`src/rtl/field_sel_pkg.sv`:
```
// Shared constants and state encoding for the field selector.
package field_sel_pkg;

    localparam int unsigned WRAP_SAT  = 0;
    localparam int unsigned WRAP_ROLL = 1;

    typedef enum logic {
        IDLE   = 1'b0,
        SELECT = 1'b1
    } state_e;

endpackage

```
`src/rtl/rise_detect.sv`:
```
// Registered rising-edge detector for a button level.
module rise_detect (
    input  logic clk,
    input  logic resetn,
    input  logic lvl,
    output logic rise
);

    logic lvl_q, lvl_d;
    logic armed_q, armed_d;
    logic rise_q, rise_d;

    // armed_q blocks a level already high at reset release from looking like a press.
    always_comb begin
        lvl_d   = lvl;
        armed_d = 1'b1;
        rise_d  = armed_q & lvl & ~lvl_q;
    end

    always_ff @(posedge clk or negedge resetn) begin
        if (!resetn) begin
            lvl_q   <= 1'b0;
            armed_q <= 1'b0;
            rise_q  <= 1'b0;
        end else begin
            lvl_q   <= lvl_d;
            armed_q <= armed_d;
            rise_q  <= rise_d;
        end
    end

    assign rise = rise_q;

endmodule

```
`src/rtl/field_selector.sv`:
```
// Cursor over MAX_POS fields stepped by inc/dec buttons, with one-hot select and blink.
module field_selector
    import field_sel_pkg::*;
#(
    parameter int unsigned MAX_POS   = 8,
    parameter int unsigned WRAP      = 1,
    parameter int unsigned BLINK_DIV = 25000000,
    localparam int unsigned POS_W    = $clog2(MAX_POS)
) (
    input  logic               clk,
    input  logic               resetn,
    input  logic               active,
    input  logic               inc,
    input  logic               dec,
    input  logic [POS_W:0]     max,
    input  logic               blink_en,
    output logic [POS_W-1:0]   count_val,
    output logic [MAX_POS-1:0] out,
    output logic               wrapped,
    output logic               blink_phase
);

    localparam int unsigned BW = $clog2(BLINK_DIV);

    logic inc_req, dec_req;

    rise_detect u_inc_rise (
        .clk    (clk),
        .resetn (resetn),
        .lvl    (inc),
        .rise   (inc_req)
    );

    rise_detect u_dec_rise (
        .clk    (clk),
        .resetn (resetn),
        .lvl    (dec),
        .rise   (dec_req)
    );

    state_e           state_q, state_d;
    logic [POS_W-1:0] count_q, count_d;
    logic             wrapped_q, wrapped_d;
    logic [BW-1:0]    bcnt_q, bcnt_d;
    logic             phase_q, phase_d;

    logic [POS_W:0] lim;
    logic [POS_W:0] last;
    logic [POS_W:0] count_ext;

    always_comb begin
        if (max == '0) begin
            lim = (POS_W+1)'(1);
        end else if (max > (POS_W+1)'(MAX_POS)) begin
            lim = (POS_W+1)'(MAX_POS);
        end else begin
            lim = max;
        end
        last      = lim - (POS_W+1)'(1);
        count_ext = {1'b0, count_q};
    end

    always_comb begin
        state_d   = state_q;
        count_d   = count_q;
        wrapped_d = 1'b0;
        bcnt_d    = bcnt_q;
        phase_d   = phase_q;

        unique case (state_q)
            IDLE: begin
                bcnt_d  = '0;
                phase_d = 1'b1;
                if (active) begin
                    state_d = SELECT;
                    count_d = '0;
                end
            end
            SELECT: begin
                if (!active) begin
                    state_d = IDLE;
                    bcnt_d  = '0;
                    phase_d = 1'b1;
                end else begin
                    // A run-time shrink of max pulls the cursor home before any step.
                    if (count_ext >= lim) begin
                        count_d = '0;
                    end else if (inc_req && !dec_req) begin
                        if (count_ext < last) begin
                            count_d = count_q + POS_W'(1);
                        end else if (WRAP == WRAP_ROLL) begin
                            count_d   = '0;
                            wrapped_d = 1'b1;
                        end
                    end else if (dec_req && !inc_req) begin
                        if (count_q != '0) begin
                            count_d = count_q - POS_W'(1);
                        end else if (WRAP == WRAP_ROLL) begin
                            count_d   = last[POS_W-1:0];
                            wrapped_d = 1'b1;
                        end
                    end

                    if (count_d != count_q || !blink_en) begin
                        bcnt_d  = '0;
                        phase_d = 1'b1;
                    end else if (bcnt_q == BW'(BLINK_DIV - 1)) begin
                        bcnt_d  = '0;
                        phase_d = ~phase_q;
                    end else begin
                        bcnt_d = bcnt_q + BW'(1);
                    end
                end
            end
            default: state_d = IDLE;
        endcase
    end

    always_ff @(posedge clk or negedge resetn) begin
        if (!resetn) begin
            state_q   <= IDLE;
            count_q   <= '0;
            wrapped_q <= 1'b0;
            bcnt_q    <= '0;
            phase_q   <= 1'b1;
        end else begin
            state_q   <= state_d;
            count_q   <= count_d;
            wrapped_q <= wrapped_d;
            bcnt_q    <= bcnt_d;
            phase_q   <= phase_d;
        end
    end

    assign count_val   = count_q;
    assign wrapped     = wrapped_q;
    assign blink_phase = phase_q;
    assign out         = (state_q == SELECT && phase_q) ? (MAX_POS'(1) << count_q) : '0;

endmodule

```
`config.mk`:
```
export PLATFORM = sky130hd
export DESIGN_NAME = field_selector
export DESIGN_NICKNAME = d
export VERILOG_FILES = /design/src/rtl/field_sel_pkg.sv /design/src/rtl/rise_detect.sv /design/src/rtl/field_selector.sv
export SDC_FILE = /design/constraint.sdc
export NUM_CORES = 1
export LEC_CHECK = 0
export ABC_AREA = 1
export CAP_MARGIN = 5
export CORE_MARGIN = 10
export CORE_UTILIZATION = 47
export DETAILED_ROUTE_END_ITERATION = 16
export PLACE_DENSITY_LB_ADDON = 0.1
export SLEW_MARGIN = 20
export SYNTH_ARGS = -nofsm -noshare
export SYNTH_HDL_FRONTEND = slang
export SYNTH_SLANG_ARGS = --single-unit
```
`constraint.sdc`:
```
create_clock -name clk -period 1.9 [get_ports clk]
set_input_delay 0.38 -clock clk [delete_from_list [all_inputs] [get_ports clk]]
set_output_delay 0.38 -clock clk [all_outputs]
set_load 0.01 [all_outputs]
```
## After elaboration in Yosys (flattened, before gate mapping)

Index checks and enable logic that the tools add are counted.

| operators by class | value |
|---|---|
| $add $sub $neg | 4 |
| magnitude comparators | 3 |
| equal/unequal tests | 5 |
| shift-type cells | 1 |
| mux-type cells | 29 |
| bitwise gates (word level) | 8 |
| reductions and logical operators | 10 |

Operator list:

| kind | number |
|---|---|
| 2-to-1 mux 25 bit | 3 |
| case mux 25 bit (2 select lines) | 1 |
| 2-to-1 mux 3 bit | 9 |
| adder 25 x 1 -> 25 bit, second input constant | 1 |
| == test 25 bit, second input constant | 1 |
| 2-to-1 mux 1 bit | 11 |
| 2-to-1 mux 4 bit | 2 |
| 2-to-1 mux 8 bit | 1 |
| << shifter 1 x 3 -> 8 bit, first input constant | 1 |
| case mux 3 bit (2 select lines) | 1 |
| bitwise AND 1 bit | 4 |
| >= comparator 3 x 4 -> 1 bit | 1 |
| > comparator 4 bit, second input constant | 1 |
| logical NOT 4 bit | 1 |
| less-than comparator 3 x 4 -> 1 bit | 1 |
| inequality test 2 bit, second input constant | 2 |
| inequality test 4 x 2 -> 1 bit, second input constant | 1 |
| NOT 1 bit | 4 |
| subtractor 4 x 1 -> 4 bit, second input constant | 1 |
| adder 3 x 1 -> 3 bit, second input constant | 1 |
| logical AND 1 bit | 3 |
| logical NOT 1 bit | 3 |
| inequality test 3 bit | 1 |
| nonzero test 3 bit | 1 |
| 4 further kinds | 4 |

| storage, ports and cells | value |
|---|---|
| register bits after elaboration | 36 |
| bits of input ports | 10 |
| logic and storage cells | 70 |

## Logic depth before layout (Yosys ltp)

| depth | value |
|---|---|
| word-level depth | 15 |
| gate-level depth with buffers | 17 |

## Modules after synthesis

From an unflattened synthesis, not the netlist that was laid out.

| second synthesis, totals | value |
|---|---|
| cell total of the unflattened synthesis | 291 |
| area total of the unflattened synthesis | 2562.5 µm² |

Modules (own cells, without submodules):

| module | times used | cells each | area an instance (µm²) | seq. area each (µm²) |
|---|---|---|---|---|
| field_selector | 1 | 279 | 2384.8 | 777.0 |
| rise_detect | 2 | 6 | 88.8 | 75.1 |

## Worst setup path before layout

OpenSTA, ideal clock, no wires.

| timing path | value |
|---|---|
| kind | input -> register |
| start point | in max[1] |
| end point | reg bcnt_q[9] |
| setup time | 0.069 ns |
| arrival time | 2.128 ns |
| data required time | 1.831 ns |
| slack | -0.297 ns |
| stages | 16 |
| buffers on the path | 1 |
| cell sequence | o21ai_2 -> nand2_2 -> ha_1 -> xnor2_1 -> inv_1 -> ha_1 -> nand2_2 -> nand3_1 -> nand2_1 -> nand2_1 -> nand2_1 -> nand2_1 -> nor2_4 -> nand3_4 -> buf_6 -> nor2_2 |

| on the way | value |
|---|---|
| word-level cells in the longest chain between the ends | 15 |
| elaborated cells between the ends (all ways) | 19 |
| those cells by class | add/sub (1); order compare (3); eq/ne (1); mux (12); reduce/logical (2) |

RTL lines:

| element | RTL line | RTL |
|---|---|---|
| from (decl) | field_selector.sv:15 | `input logic [POS_W:0] max,` |
| > comparator 4 bit | field_selector.sv:54 | `end else if (max > (POS_W+1)'(MAX_POS)) begin` |
| 2-to-1 mux 4 bit | field_selector.sv:54 |  |
| 2-to-1 mux 4 bit * | field_selector.sv:52 | `if (max == '0) begin` |
| subtractor 4 x 1 -> 4 bit | field_selector.sv:59 | `last = lim - (POS_W+1)'(1);` |
| less-than comparator 3 x 4 -> 1 bit or 2-to-1 mux 3 bit (tied branches) | field_selector.sv:89, field_selector.sv:96 |  |
| 2-to-1 mux 3 bit, on equally long branches | field_selector.sv:89, field_selector.sv:95 |  |
| 2-to-1 mux 3 bit | field_selector.sv:88 | `end else if (inc_req && !dec_req) begin` |
| 2-to-1 mux 3 bit * | field_selector.sv:86 | `if (count_ext >= lim) begin` |
| 2-to-1 mux 3 bit * | field_selector.sv:80 | `if (!active) begin` |
| 2-to-1 mux 3 bit * | field_selector.sv:70 | `unique case (state_q)` |
| inequality test 3 bit * | field_selector.sv:104 | `if (count_d != count_q \|\| !blink_en) begin` |
| logical OR 1 bit * | field_selector.sv:104 |  |
| 2-to-1 mux 25 bit * | field_selector.sv:104 |  |
| 2-to-1 mux 25 bit * | field_selector.sv:80 |  |
| case mux 25 bit (2 select lines) * | field_selector.sv:70 |  |
| via bcnt_d[9] | field_selector.sv:44 | `logic [BW-1:0] bcnt_q, bcnt_d;` |
| to (signal assigned) | field_selector.sv:130 | `bcnt_q <= bcnt_d;` |
| to (decl) | field_selector.sv:44 |  |

The timed path passes the listed nets; every way through them passes the cells marked *. The select of a mux whose other input is x is not followed.
A chain may end at the register's enable or synchronous reset.

## Worst setup path after layout

| timing path | value |
|---|---|
| start point | reg count_q[1] (netlist: count_val[1]) |
| end point | reg bcnt_q[24] |

| on the way | value |
|---|---|
| word-level cells in the longest chain between the ends | 12 |
| elaborated cells between the ends (all ways) | 17 |
| those cells by class | add/sub (2); order compare (2); eq/ne (1); mux (10); reduce/logical (2) |

RTL lines:

| element | RTL line | RTL |
|---|---|---|
| from (decl) | field_selector.sv:42 | `logic [POS_W-1:0] count_q, count_d;` |
| from (signal assigned) | field_selector.sv:128 | `count_q <= count_d;` |
| subtractor 3 x 1 -> 3 bit or nonzero test 3 bit (tied branches) | field_selector.sv:97, field_selector.sv:96 |  |
| 2-to-1 mux 3 bit | field_selector.sv:96 | `if (count_q != '0) begin` |
| 2-to-1 mux 3 bit | field_selector.sv:95 | `end else if (dec_req && !inc_req) begin` |
| 2-to-1 mux 3 bit | field_selector.sv:88 |  |
| 2-to-1 mux 3 bit | field_selector.sv:86 |  |
| 2-to-1 mux 3 bit | field_selector.sv:80 |  |
| 2-to-1 mux 3 bit | field_selector.sv:70 |  |
| inequality test 3 bit * | field_selector.sv:104 |  |
| logical OR 1 bit * | field_selector.sv:104 |  |
| 2-to-1 mux 25 bit * | field_selector.sv:104 |  |
| 2-to-1 mux 25 bit * | field_selector.sv:80 |  |
| case mux 25 bit (2 select lines) * | field_selector.sv:70 |  |
| via bcnt_d[24] | field_selector.sv:44 |  |

Marked as above.

==> impl_metrics.toml <==
[finish]
final_common_cell = "buf_4"
nets = 374
diodes = 0
syn_to_final_growth_pct = 45.87
drive_gt1_frac = 0.4245
utilization = 0.7118
fin_area_um2 = 3362
final_cell_mix = "buf_4, nand2_1, dfrtp_1"

[worst_setup_path]
cp.arrival_ps = 2500
crit_required_ps = 2130
crit_family = "simple AND/OR/NAND/NOR gates"
worstPathCellList = "inv_4 -> buf_6 -> ha_4 -> inv_2 -> a211oi_2 -> o21ai_1 -> nand2_1 -> nand2_1 -> nand2_2 -> nand2_1 -> nand2_1 -> nand2_2 -> nor2_4 -> nand3_4 -> buf_12 -> nor2_4"
cp-end-kind = "register"
crit_path_top_delay_cell = "dfrtp_2"
path_max_fanout = 7
cp_num_buf_inv = 4
slowest_delay_ps = 510
cpMostUsedCell = "nand2_1"
critPathLaunchType = "register"
crit_type = "register to register"

[grt]
antenna_found_initial = 0
grt_pass1_vias = 1972
grt_usage = 0.1346
grt-ovfl-total = 0
grt_pass1_wl_mm = 9.177
grt_max_degree = 37

[clock_network]
cts_max_level = 2
cts_root_buf = "clkbuf_8"
insertion_delay_ps = 290
ctsLongestPathBuffers = 2
clk_pin_slew_ps = 70
cts_sinks = 36
numCtsBuffers = 5
cts_tree = "yes"

[logic_synthesis]
yosysSeqAreaShare = 0.3914
ys_seq_elements = 36
syn_area_um2 = 2305
synth_cells = 277
avgSynthCellArea_um2 = 8.320
ys_warn_count = 0
syn-num-nets = 301
yosysUniqueCellTypes = 32

[pwr]
p_seq_frac = 0.411
p_switching_mw = 0.5236
p_per_area_nw_per_um2 = 570.6
power_frac_comb = 0.243
pwr-share-clk = 0.346
p_sw_frac = 0.2729
total_power_mw = 1.918
peakVddDrop_v = 0.0005460
p_int_mw = 1.395
p_leak_nw = 1.484

[placement]
io_buffers = 22
dpl.hpwl_mm = 3.562
dpl_cell_area_um2 = 2793
place_congestion = 0.8366

[timing]
fin_crit_sh = 1.197
fin_tns_setup_ps = -9016
hold_ws_ps = 120.7
worst_slack_ps = -374.1
maxSlewViolCount = 0
clock-skew-final_ps = 9.231
final_hold_viol_count = 0
max_freq_ghz = 0.4397
grt_setup_unrepaired = "yes"
post-route-min-period_ps = 2274
setup_viol = 31

[floorplan]
io_pins = 23
num_rows = 25
initial_core_util = 0.4879
die_h_um = 90.03
fp.dieW_um = 90.03
core_um2 = 4723
die_area_um2 = 8105

[outcome]
status = "finished with violations"
violations = "setup timing"

[route]
totalWireLength_mm = 5.673
drc_errors = 0
viasPerCell = 4.806
wl_per_cell_um = 13.57
vias = 2009
drtAntennaViolNets = 0
drt_iter0_markers = 88
dr.pass1.iters = 4

[job]
drv_cap = 0

[min_path]
hold_path_class = "primary input to async pin"
[logic make-up after synthesis]
family                   after synthesis  share of synthesized area
XOR/XNOR                              19                    0.07220
AND/OR/NAND/NOR                      142                     0.3257
other                                  1                   0.001627
adder cells (fa/ha/maj)               14                    0.07601
buffers and inverters                 44                    0.08143
flip-flops                            36                     0.3914
AO/OA/AOI/OAI                         21                    0.05158
[state kept, by name, summed over array words and instances (netlist names)]
name                flops
blink_phase             1
bcnt_q                 25
u_inc_rise.rise         1
wrapped                 1
count_val               3
state_q                 1
u_inc_rise.lvl_q        1
u_dec_rise.rise         1
u_dec_rise.armed_q      1
u_dec_rise.lvl_q        1
[per-layer routing]
layer / wire length (µm) / part of all wire / global-route usage / vias to the layer above
met5: 0 / 0 / 0 / -
met4: 84 / 0.015 / 0.03979 / 0
met3: 187 / 0.033 / 0.03408 / 6
met2: 2722 / 0.48 / 0.2149 / 32
met1: 2679 / 0.47 / 0.1742 / 939
li1: - / - / - / 1032
[cell type report]
cell class                      count  area [µm²]
Clock inverter                      2       35.03
Multi-Input combinational cell    197        1478
Sequential cell                    36       903.4
Timing Repair Buffer               69       625.6
Inverter                           41       163.9
Clock buffer                        6       72.57
Tap cell                           67       83.83
Fill cell                         383        1361
[through the flow]
step	cells	worst slack (ps)
3_3_place_gp	387	-767.9
4_1_cts	411	-342.3
3_5_place_dp	387	-855.8
6_report	418	-374.1
5_1_grt	418	-488.3
2_1_floorplan	277	-240.9
[final timing paths]
check	start	endpoint	slack, ps	cells after the start
hold reg to reg	u_dec_rise.lvl_q	u_dec_rise.rise	390	1
hold / removal	resetn	bcnt_q[1]	120	2
max in group asynchronous	resetn	blink_phase	1440	2
setup reg to reg	count_val[1]	bcnt_q[24]	-370	16
setup / recovery	count_val[1]	bcnt_q[24]	-370	16
min in group clk	u_dec_rise.lvl_q	u_dec_rise.rise	390	1
[synthesized netlist by cell type (all sizes together)]
library cell  instances  area [µm²]
a22oi                 1       7.510
a21oi                 3       15.01
a211oi                1       7.510
o21ai                14       73.82
nand4                 6       56.31
a31o                  1       8.760
nor3                 11       65.06
clkinv                1       3.750
conb                  1       3.750
xnor2                 6       52.55
nor2                 53       294.0
nand2                46       182.7
nor4                  2       12.51
xor2                 13       113.9
buf                   3       33.78
dfstp                 1       26.28
o22ai                 1       6.260
dfrtp                35       875.8
inv                  40       150.1
ha                   14       175.2
nor3b                 1       7.510
nand3                23       132.6
[power by group through the flow]
stage | Sequential, mW | Clock (mW) | Combinational, mW
2_1_floorplan | 0.804 | 0 | 0.174
3_3_place_gp | 0.801 | 0 | 0.306
3_5_place_dp | 0.801 | 0 | 0.310
4_1_cts | 0.787 | 0.677 | 0.394
5_1_grt | 0.790 | 0.712 | 0.509
6_report | 0.789 | 0.664 | 0.466
[repair_timing]
item | 4_1_cts | 5_1_grt
hold endpoints to repair | 0 | 0
cloned | 3 | 0
resized for setup | 69 | 49
pin swaps | 13 | 20
hold buffers | 0 | 0
setup buffers | 13 | 9
setup endpoints to repair | 38 | 35
(Power assumes the default switching activity.)
